==> config.mk <==
export PLATFORM = sky130hd
export DESIGN_NAME = noc_vchannel_buffer_demux
export DESIGN_NICKNAME = d
export VERILOG_FILES = /design/src/rtl/noc_vchannel_pkg.sv /design/src/rtl/noc_vchannel_fifo.sv /design/src/rtl/noc_vchannel_buffer_demux.sv
export SDC_FILE = /design/constraint.sdc
export NUM_CORES = 2
export LEC_CHECK = 0
export BUFFER_PORTS_ARGS = -buffer_cell sky130_fd_sc_hd__buf_2
export CORE_UTILIZATION = 38
export DETAILED_ROUTE_END_ITERATION = 16
export GPL_TIMING_DRIVEN = 0
export PLACE_DENSITY = 0.51
export SLEW_MARGIN = 25
export SYNTH_ARGS = -nofsm -noshare
export SYNTH_HDL_FRONTEND = slang
export SYNTH_HIERARCHICAL = 1
export SYNTH_SLANG_ARGS = --single-unit
==> constraint.sdc <==
create_clock -name clk -period 5.5 [get_ports clk]
set_input_delay 0.55 -clock clk [delete_from_list [all_inputs] [get_ports clk]]
set_output_delay 0.55 -clock clk [all_outputs]
set_load 0.03 [all_outputs]
==> src/rtl/noc_vchannel_pkg.sv <==
// Shared definitions for the receive-side virtual-channel buffer demux.
// Width helpers and the {last, flit} storage entry layout.
package noc_vchannel_pkg;

    // Read/write pointer width; never narrower than one bit.
    function automatic int unsigned ptr_width(input int unsigned depth);
        return (depth > 2) ? $clog2(depth) : 1;
    endfunction

    // Occupancy counter width; must be able to hold the value depth.
    function automatic int unsigned cnt_width(input int unsigned depth);
        return $clog2(depth + 1);
    endfunction

    // A stored entry is {last, flit}: the last marker sits in the MSB.
    function automatic int unsigned entry_width(input int unsigned flit_w);
        return flit_w + 1;
    endfunction

endpackage

==> src/rtl/noc_vchannel_fifo.sv <==
// Single-channel first-word-fall-through FIFO holding {last, flit}.
// Depth need not be a power of two; pointers wrap by explicit compare.
module noc_vchannel_fifo
    import noc_vchannel_pkg::*;
#(
    parameter int unsigned FLIT_WIDTH   = 32,
    parameter int unsigned BUFFER_DEPTH = 4
) (
    input  logic                  clk,
    input  logic                  rst,
    input  logic                  wr_en,
    input  logic [FLIT_WIDTH-1:0] wr_flit,
    input  logic                  wr_last,
    output logic                  full,
    input  logic                  rd_en,
    output logic [FLIT_WIDTH-1:0] rd_flit,
    output logic                  rd_last,
    output logic                  empty
);

    localparam int unsigned PTR_W = ptr_width(BUFFER_DEPTH);
    localparam int unsigned CNT_W = cnt_width(BUFFER_DEPTH);
    localparam int unsigned ENT_W = entry_width(FLIT_WIDTH);

    localparam logic [PTR_W-1:0] PTR_LAST = PTR_W'(BUFFER_DEPTH - 1);
    localparam logic [CNT_W-1:0] CNT_FULL = CNT_W'(BUFFER_DEPTH);

    logic [ENT_W-1:0] mem_q [BUFFER_DEPTH];
    logic [ENT_W-1:0] mem_d [BUFFER_DEPTH];
    logic [PTR_W-1:0] wr_ptr_q, wr_ptr_d;
    logic [PTR_W-1:0] rd_ptr_q, rd_ptr_d;
    logic [CNT_W-1:0] count_q, count_d;
    logic [ENT_W-1:0] head;
    logic             wr_fire;
    logic             rd_fire;

    // Status comes from registered occupancy only.
    assign full    = (count_q == CNT_FULL);
    assign empty   = (count_q == '0);
    assign wr_fire = wr_en & ~full;
    assign rd_fire = rd_en & ~empty;

    // Head entry always visible on the read side.
    assign head    = mem_q[rd_ptr_q];
    assign rd_flit = head[FLIT_WIDTH-1:0];
    assign rd_last = head[FLIT_WIDTH];

    // Next-state for storage, pointers and occupancy.
    always_comb begin
        mem_d    = mem_q;
        wr_ptr_d = wr_ptr_q;
        rd_ptr_d = rd_ptr_q;
        count_d  = count_q;
        if (wr_fire) begin
            mem_d[wr_ptr_q] = {wr_last, wr_flit};
            wr_ptr_d = (wr_ptr_q == PTR_LAST) ? '0 : wr_ptr_q + PTR_W'(1);
        end
        if (rd_fire) begin
            rd_ptr_d = (rd_ptr_q == PTR_LAST) ? '0 : rd_ptr_q + PTR_W'(1);
        end
        if (wr_fire && !rd_fire) begin
            count_d = count_q + CNT_W'(1);
        end else if (!wr_fire && rd_fire) begin
            count_d = count_q - CNT_W'(1);
        end
    end

    // State registers with synchronous reset of storage as well.
    always_ff @(posedge clk) begin
        if (rst) begin
            mem_q    <= '{default: '0};
            wr_ptr_q <= '0;
            rd_ptr_q <= '0;
            count_q  <= '0;
        end else begin
            mem_q    <= mem_d;
            wr_ptr_q <= wr_ptr_d;
            rd_ptr_q <= rd_ptr_d;
            count_q  <= count_d;
        end
    end

endmodule

==> src/rtl/noc_vchannel_buffer_demux.sv <==
// Steers a shared one-hot-valid flit bus into per-channel FIFOs.
// Each channel has its own valid/ready stream; no cross-channel stall.
module noc_vchannel_buffer_demux
    import noc_vchannel_pkg::*;
#(
    parameter int unsigned FLIT_WIDTH   = 32,
    parameter int unsigned CHANNELS     = 7,
    parameter int unsigned BUFFER_DEPTH = 4
) (
    input  logic                                 clk,
    input  logic                                 rst,
    input  logic [FLIT_WIDTH-1:0]                in_flit,
    input  logic                                 in_last,
    input  logic [CHANNELS-1:0]                  in_valid,
    output logic [CHANNELS-1:0]                  in_ready,
    output logic [CHANNELS-1:0][FLIT_WIDTH-1:0]  out_flit,
    output logic [CHANNELS-1:0]                  out_last,
    output logic [CHANNELS-1:0]                  out_valid,
    input  logic [CHANNELS-1:0]                  out_ready,
    output logic                                 err_onehot
);

    logic [CHANNELS-1:0] wr_en;
    logic [CHANNELS-1:0] full;
    logic [CHANNELS-1:0] empty;
    logic                multi_hot;
    logic                err_q, err_d;

    // More than one bit set: clearing the lowest set bit leaves something.
    assign multi_hot = |(in_valid & (in_valid - CHANNELS'(1)));

    // Write decode: a malformed valid vector writes nowhere.
    always_comb begin
        wr_en = multi_hot ? '0 : in_valid;
    end

    // Sticky protocol error flag.
    always_comb begin
        err_d = err_q | multi_hot;
    end

    // Error register, cleared only by reset.
    always_ff @(posedge clk) begin
        if (rst) begin
            err_q <= 1'b0;
        end else begin
            err_q <= err_d;
        end
    end

    assign err_onehot = err_q;

    for (genvar gi = 0; gi < int'(CHANNELS); gi++) begin : g_ch
        noc_vchannel_fifo #(
            .FLIT_WIDTH   (FLIT_WIDTH),
            .BUFFER_DEPTH (BUFFER_DEPTH)
        ) u_fifo (
            .clk     (clk),
            .rst     (rst),
            .wr_en   (wr_en[gi]),
            .wr_flit (in_flit),
            .wr_last (in_last),
            .full    (full[gi]),
            .rd_en   (out_ready[gi]),
            .rd_flit (out_flit[gi]),
            .rd_last (out_last[gi]),
            .empty   (empty[gi])
        );
    end

    assign in_ready  = ~full;
    assign out_valid = ~empty;

endmodule

# --- Yosys cells after proc, flatten, opt, wreduce, memory -nomap -nowiden ---
# Index checks and enable logic that the tools add are counted.
word_totals:
  reg_bits: 974
  in_bits: 49
  word_cells: 288
op_classes:
  addsub: 29
  magnitude_cmp: 21
  n_eq_ne: 21
  n_mux: 71
  bitwise_logic: 46
  n_reduce_logical: 50
ops:
  columns: ["operator", "n"]
  rows:
  - ["bitwise mux 132 bit", 7]
  - ["two-way mux 33 bit", 21]
  - ["binary-select mux 33 bit (select 2 bit)", 7]
  - ["demux 33 bit (select 2 bit)", 7]
  - ["greater-or-equal comparator 3 bit (second input constant)", 14]
  - ["two-way mux 3 bit", 14]
  - ["inverter 2 -> 3 bit", 14]
  - ["adder 2 x 1 -> 2 bit (second input constant)", 14]
  - ["== test 2 bit (second input constant)", 14]
  - ["two-way mux 2 bit", 14]
  - ["adder 3 x 1 -> 3 bit (second input constant)", 7]
  - ["== test 3 bit (second input constant)", 7]
  - ["logical AND 1 bit", 21]
  - ["logical NOT 3 bit", 7]
  - ["less-than comparator 3 x 1 -> 1 bit (second input constant)", 7]
  - ["subtractor 3 x 1 -> 3 bit (second input constant)", 7]
  - ["AND 1 bit", 14]
  - ["logical NOT 1 bit", 14]
  - ["inverter 1 bit", 14]
  - ["inverter 7 bit", 2]
  - ["nonzero test 2 bit", 7]
  - ["AND 7 bit", 1]
  - ["two-way mux 7 bit", 1]
  - ["OR reduction 7 bit", 1]
  - ["other kinds (2)", 2]

# --- Longest topological paths before layout ---
logic_depth:
  ltp_word: 9
  ltp_mapped: 12
  mapped_depth_nobuf: 11

# --- Hierarchy ---
# The synthesis kept the hierarchy.
by_module_without_submodules:
  columns: ["mod", "n_inst", "cells_each", "area_each_um2", "seq_area_each_um2"]
  rows:
  - ["noc_vchannel_fifo", 7, 551, 6443.7, 2782.7]
  - ["noc_vchannel_buffer_demux", 1, 34, 222.7, 20.0]

# --- Worst setup path before layout ---
# No wires, ideal clock.
synth_timing:
  path_type: "in2reg"
  from: "input in_valid[0]"
  to: "register g_ch[1].u_fifo.count_q[2]"
  setup_ns: 0.070
  t_arrival_ns: 3.418
  setup_slack_ns: 2.012
  path_stages: 12
  path_buffers: 1
  path_cell_list: "or4_1 -> maj3_2 -> o22ai_4 -> and4b_1 -> clkbuf_1 -> and2_1 -> ha_1 -> inv_1 -> fa_1 -> xor2_1 -> or3_1 -> a21oi_1"
synth_via:
  elab_chain_cells: 8
  word_cells_on_any_way: 10
synth_rtl:
  columns: ["item", "line_no", "rtl"]
  rows:
  - ["from (decl)", "noc_vchannel_buffer_demux.sv:14", "input logic [CHANNELS-1:0] in_valid,"]
  - ["subtractor 7 x 1 -> 7 bit", "noc_vchannel_buffer_demux.sv:30", "assign multi_hot = |(in_valid & (in_valid - CHANNELS'(1)));"]
  - ["AND 7 bit (*)", "noc_vchannel_buffer_demux.sv:30", null]
  - ["OR reduction 7 bit (*)", "noc_vchannel_buffer_demux.sv:30", null]
  - ["two-way mux 7 bit (*)", "noc_vchannel_buffer_demux.sv:34", "wr_en = multi_hot ? '0 : in_valid;"]
  - ["named net wr_en[1]", "noc_vchannel_buffer_demux.sv:23", "logic [CHANNELS-1:0] wr_en;"]
  - ["AND 1 bit (*)", "noc_vchannel_fifo.sv:40", "assign wr_fire = wr_en & ~full;"]
  - ["named net g_ch[1].u_fifo.wr_fire", "noc_vchannel_fifo.sv:34", "logic wr_fire;"]
  - ["logical NOT 1 bit", "noc_vchannel_fifo.sv:63", "end else if (!wr_fire && rd_fire) begin"]
  - ["logical AND 1 bit", "noc_vchannel_fifo.sv:63", null]
  - ["nonzero test 2 bit (no source line)", null, null]
  - ["to (signal assigned)", "noc_vchannel_fifo.sv:79", "count_q <= count_d;"]
  - ["to (decl)", "noc_vchannel_fifo.sv:32", "logic [CNT_W-1:0] count_q, count_d;"]
# The timed path passes the listed nets; every way through them passes the cells marked *.
# A chain may end at the register's enable or synchronous reset.

# --- Final worst setup path ---
layout_timing:
  from: "input in_valid[0]"
  to: "register g_ch[5].u_fifo.count_q[2]"
layout_via:
  elab_chain_cells: 8
  word_cells_on_any_way: 10
layout_rtl:
  columns: ["item", "line_no"]
  rows:
  - ["subtractor 7 x 1 -> 7 bit", "noc_vchannel_buffer_demux.sv:30"]
  - ["AND 7 bit (*)", "noc_vchannel_buffer_demux.sv:30"]
  - ["OR reduction 7 bit (*)", "noc_vchannel_buffer_demux.sv:30"]
  - ["two-way mux 7 bit (*)", "noc_vchannel_buffer_demux.sv:34"]
  - ["named net wr_en[5]", "noc_vchannel_buffer_demux.sv:23"]
  - ["AND 1 bit (*)", "noc_vchannel_fifo.sv:40"]
  - ["named net g_ch[5].u_fifo.wr_fire", "noc_vchannel_fifo.sv:34"]
  - ["logical NOT 1 bit", "noc_vchannel_fifo.sv:63"]
  - ["logical AND 1 bit", "noc_vchannel_fifo.sv:63"]
  - ["nonzero test 2 bit (no source line)", null]
  - ["to (signal assigned)", "noc_vchannel_fifo.sv:79"]
  - ["to (decl)", "noc_vchannel_fifo.sv:32"]
# Marked as above.

==> tab_implementation.tex <==
\begin{tabular}{lr}
\hline
Metric & Value \\
\hline
\multicolumn{2}{l}{\textbf{STA}} \\
Smallest hold slack & 212.3 ps \\
Upper clock frequency limit & 284.7 MHz \\
Largest clock skew in the final design & 11.30 ps \\
Final hold viol count & 0 \\
Setup repair after global routing missed its margin & false \\
Final clock period utilization by the worst path & 63.87\% \\
Worst-Margin Slew & 844.0 ps \\
Max Slew Vio Count & 0 \\
Worst max-slew margin expressed relative to the limit & 43.74\% \\
Fin crit period & 3513 ps \\
Final Setup Violations & 0 \\
Final total negative setup slack & 0 ps \\
\multicolumn{2}{l}{\textbf{Finish}} \\
Final instance area & 52510 um2 \\
Filler Cells Inserted & 11120 \\
Relative area change from synthesis to final layout & 15.84\% \\
Fraction of final layout cells sized beyond drive strength 1 & 19.38\% \\
Sequential Area & 19500 um2 \\
Final nets & 4398 \\
Area of combinational cells with multiple inputs & 23790 um2 \\
\multicolumn{2}{l}{\textbf{Floorplanning}} \\
IO Count & 295 \\
Horizontal die dimension & 347.4 um \\
Area of the placeable core & 118100 um2 \\
Effective utilization at floorplan & 38.39\% \\
DIE HEIGHT & 347.4 um \\
Die Outline Area & 120700 um2 \\
Number of placement rows & 126 \\
\multicolumn{2}{l}{\textbf{Route}} \\
DRC violation total after the first TritonRoute iteration & 1964 \\
Total length of routed wires & 142500 um \\
DR WL/cell & 24.02 um \\
Vias & 30291 \\
Remaining DRCs & 0 \\
Number of iterations in the first detailed-routing pass & 5 \\
Via density per instance & 5.107 \\
Number of nets still failing antenna checks after routing & 0 \\
\multicolumn{2}{l}{\textbf{Clock tree}} \\
Cells resized by post-CTS repair & 0 \\
Root buffer cell & clkbuf\_16 \\
Hold-fix buffer count after cts & 0 \\
Clock Pin Slew Worst Setup and Hold Paths & 60 ps \\
Setup Fix Bufs, Post-CTS & 0 \\
Clock Latency Late Sink & 710 ps \\
Sink count of the clock tree & 974 \\
H-tree levels & 3 \\
Maximum clock insertion buffer count & 3 \\
CTS tree & done \\
CTS Buf Count & 112 \\
\multicolumn{2}{l}{\textbf{Synth}} \\
Synth unique cells & 36 \\
Cells after synthesis & 3891 \\
Count of flip-flops with a built-in enable after synthesis & 0 \\
Total of warnings raised by yosys & 6 \\
Area share of the leading cell type in the synthesized netlist & 43.02\% \\
Synth Register Bits & 974 \\
Syn Nets & 3989 \\
Proportion of synthesized chip area in sequential cells & 43.02\% \\
Cell types with the highest counts after synthesis & nand2b\_1, dfxtp\_1, mux2i\_1, mux4\_2, clkbuf\_1 \\
Synth top area cells & dfxtp\_1, mux2i\_1, nand2b\_1 \\
Mean post-synth cell area & 11.65 um2 \\
Syn Std Cell Area & 45330 um2 \\
Leading area contributor after synthesis & dfxtp\_1 \\
Async S/R FF share, synth & 0\% \\
Most used standard cell by instance count after synthesis & nand2b\_1 \\
Predominant post-synthesis flop cell & dfxtp\_1 \\
\multicolumn{2}{l}{\textbf{Job}} \\
Max-cap check violation count & 0 \\
\multicolumn{2}{l}{\textbf{Global route}} \\
Pin count of the biggest net entering global routing & 23 \\
Residual overflow from global routing & 0 \\
Global Route Usage Sum & 23.35\% \\
Via count of the first global-routing pass & 30385 \\
Antenna violations before repair & 16 \\
Global-route wire length before repair & 208200 um \\
\multicolumn{2}{l}{\textbf{Setup path}} \\
Data required, critical path & 6140 ps \\
Crit path max-delay family & simple AND/OR/NAND/NOR gates \\
Kind of start point of the critical path & primary input \\
Length in cells of the worst reg-to-reg path & 7 \\
Terminus of the critical flop-to-flop path & g\_ch[1].u\_fifo/count\_q[2] \\
Delay contributed by the slowest stage of the critical path & 550 ps \\
Category of the critical setup timing path & in -> reg \\
Worst-path maximum fanout & 9 \\
Count of buffer and inverter cells on the critical path & 3 \\
List of cells traversed by the critical path & buf\_2, or4\_1, maj3\_2, o22ai\_4, o311a\_2, clkbuf\_1, and2\_1, ha\_1, inv\_1, fa\_1, xor2\_1, or3\_1, a21oi\_1 \\
R2r setup slk & 3180 ps \\
Beginning of the worst register-to-register path & g\_ch[1].u\_fifo/count\_q[0] \\
Critical-path top delay cell & or4\_1 \\
Worst EP arrival & 4150 ps \\
Instance count on the critical path & 13 \\
Kind of capture point of the worst setup path & flop \\
\multicolumn{2}{l}{\textbf{Min path}} \\
Class of the tightest hold or removal check & in -> reg \\
Number of cells on the worst hold path & 3 \\
Worst Hold Launch & in\_valid[4] \\
Worst hold path endpoint & err\_onehot \\
\multicolumn{2}{l}{\textbf{Placed design}} \\
Placed Instance Area & 48740 um2 \\
IO Port Bufs & 294 \\
Routability cong. & 0.7678 \\
HPWL after detailed placement & 92560 um \\
\multicolumn{2}{l}{\textbf{Power}} \\
IR drop worst, VDD & 0.2332 mV \\
Leakage power summed over all cells & 23.59 nW \\
Power per Cell Area & 328.7 nW/um2 \\
\multicolumn{2}{l}{\textbf{Status}} \\
Status & finished, final reports clean \\
\hline
\end{tabular}
## cell type report
class,count,area share (%)
repair buffers,295,2.821
clock buffers,170,6.405
well taps,1536,3.660
multi-input cells,2573,45.30
diodes,3,0.01430
inverters,43,0.3074
clock inverters,36,0.7506
flip-flops and latches,974,37.14
plain buffers,301,3.603
## power by group
part	leakage, nW	internal, W	switching [W]
registers	7.85	0.00716	0.000105
clock network	1.86	0.00448	0.00315
logic	13.9	0.000854	0.00151
total	23.6	0.0125	0.00476
## cells in the final DEF (no fill, tap or decap), types with 14 or more instances in the layout
cell type / instances
a21oi_1: 15
o31ai_1: 21
xor2_1: 14
nor3_1: 16
clkinv_2: 21
nand3_2: 14
buf_4: 65
mux2i_1: 938
mux4_2: 231
and3_1: 15
or3_1: 14
nor2_1: 23
clkbuf_1: 194
clkbuf_8: 30
buf_6: 21
dfxtp_1: 974
inv_1: 43
nand3_1: 21
clkbuf_16: 114
nand2b_1: 1155
buf_2: 314
ha_1: 42
buf_12: 21
## state kept, by name, indices dropped and copies added, names as in the netlist
signal,count
g_ch.u_fifo/wr_ptr_q,14
g_ch.u_fifo/mem_q,924
g_ch.u_fifo/rd_ptr_q,14
g_ch.u_fifo/count_q,21
err_onehot,1
## layer usage
metal | vias to the layer above | track usage, % | share of wire (%)
li1 | 14321 | - | -
met1 | 15129 | 33.58 | 48
met2 | 679 | 36.04 | 44
met3 | 162 | 3.890 | 5.3
met4 | 0 | 6.222 | 2.6
met5 | - | 0 | 0
## logic make-up after synthesis
| family | count (synthesis) | share of synthesized area, % |
|---|---|---|
| xor gates and xnor gates | 14 | 0.2705 |
| and+or+nand+nor | 1293 | 17.80 |
| AOI/OAI and AO/OA | 47 | 0.6956 |
| buffers and inverters | 344 | 4.530 |
| muxes | 1169 | 32.19 |
| adders and majority gates | 50 | 1.493 |
| DFF | 974 | 43.02 |
## worst min-delay path: stages
cell,delay [ps]
buf_2,120
o22ai_4,90
a21oi_1,120
## stage by stage
step                      total power (W)  std cells  util (%)  setup slack [ps]
after detailed placement         0.009815       5722     41.28              1286
final                             0.01726       5931     44.47              1987
after global placement           0.009816       5721     41.26             745.0
after global routing              0.01793       5928     44.46              1836
after floorplan                  0.008992       3891         -              2012
after CTS                         0.01749       5928     44.46              1927
## worst max-delay path by stage
stage	from	to	slack, ps
after floorplan	in_valid[0]	g_ch[1].u_fifo/count_q[2]	2010
after global placement	in_valid[0]	g_ch[4].u_fifo/count_q[2]	740
after detailed placement	in_valid[0]	g_ch[5].u_fifo/count_q[2]	1290
after CTS	g_ch[1].u_fifo/rd_ptr_q[1]	out_flit[42]	1930
after global routing	in_valid[0]	g_ch[5].u_fifo/count_q[2]	1840
final	in_valid[0]	g_ch[5].u_fifo/count_q[2]	1990
Power figures use the tool's default switching activity.
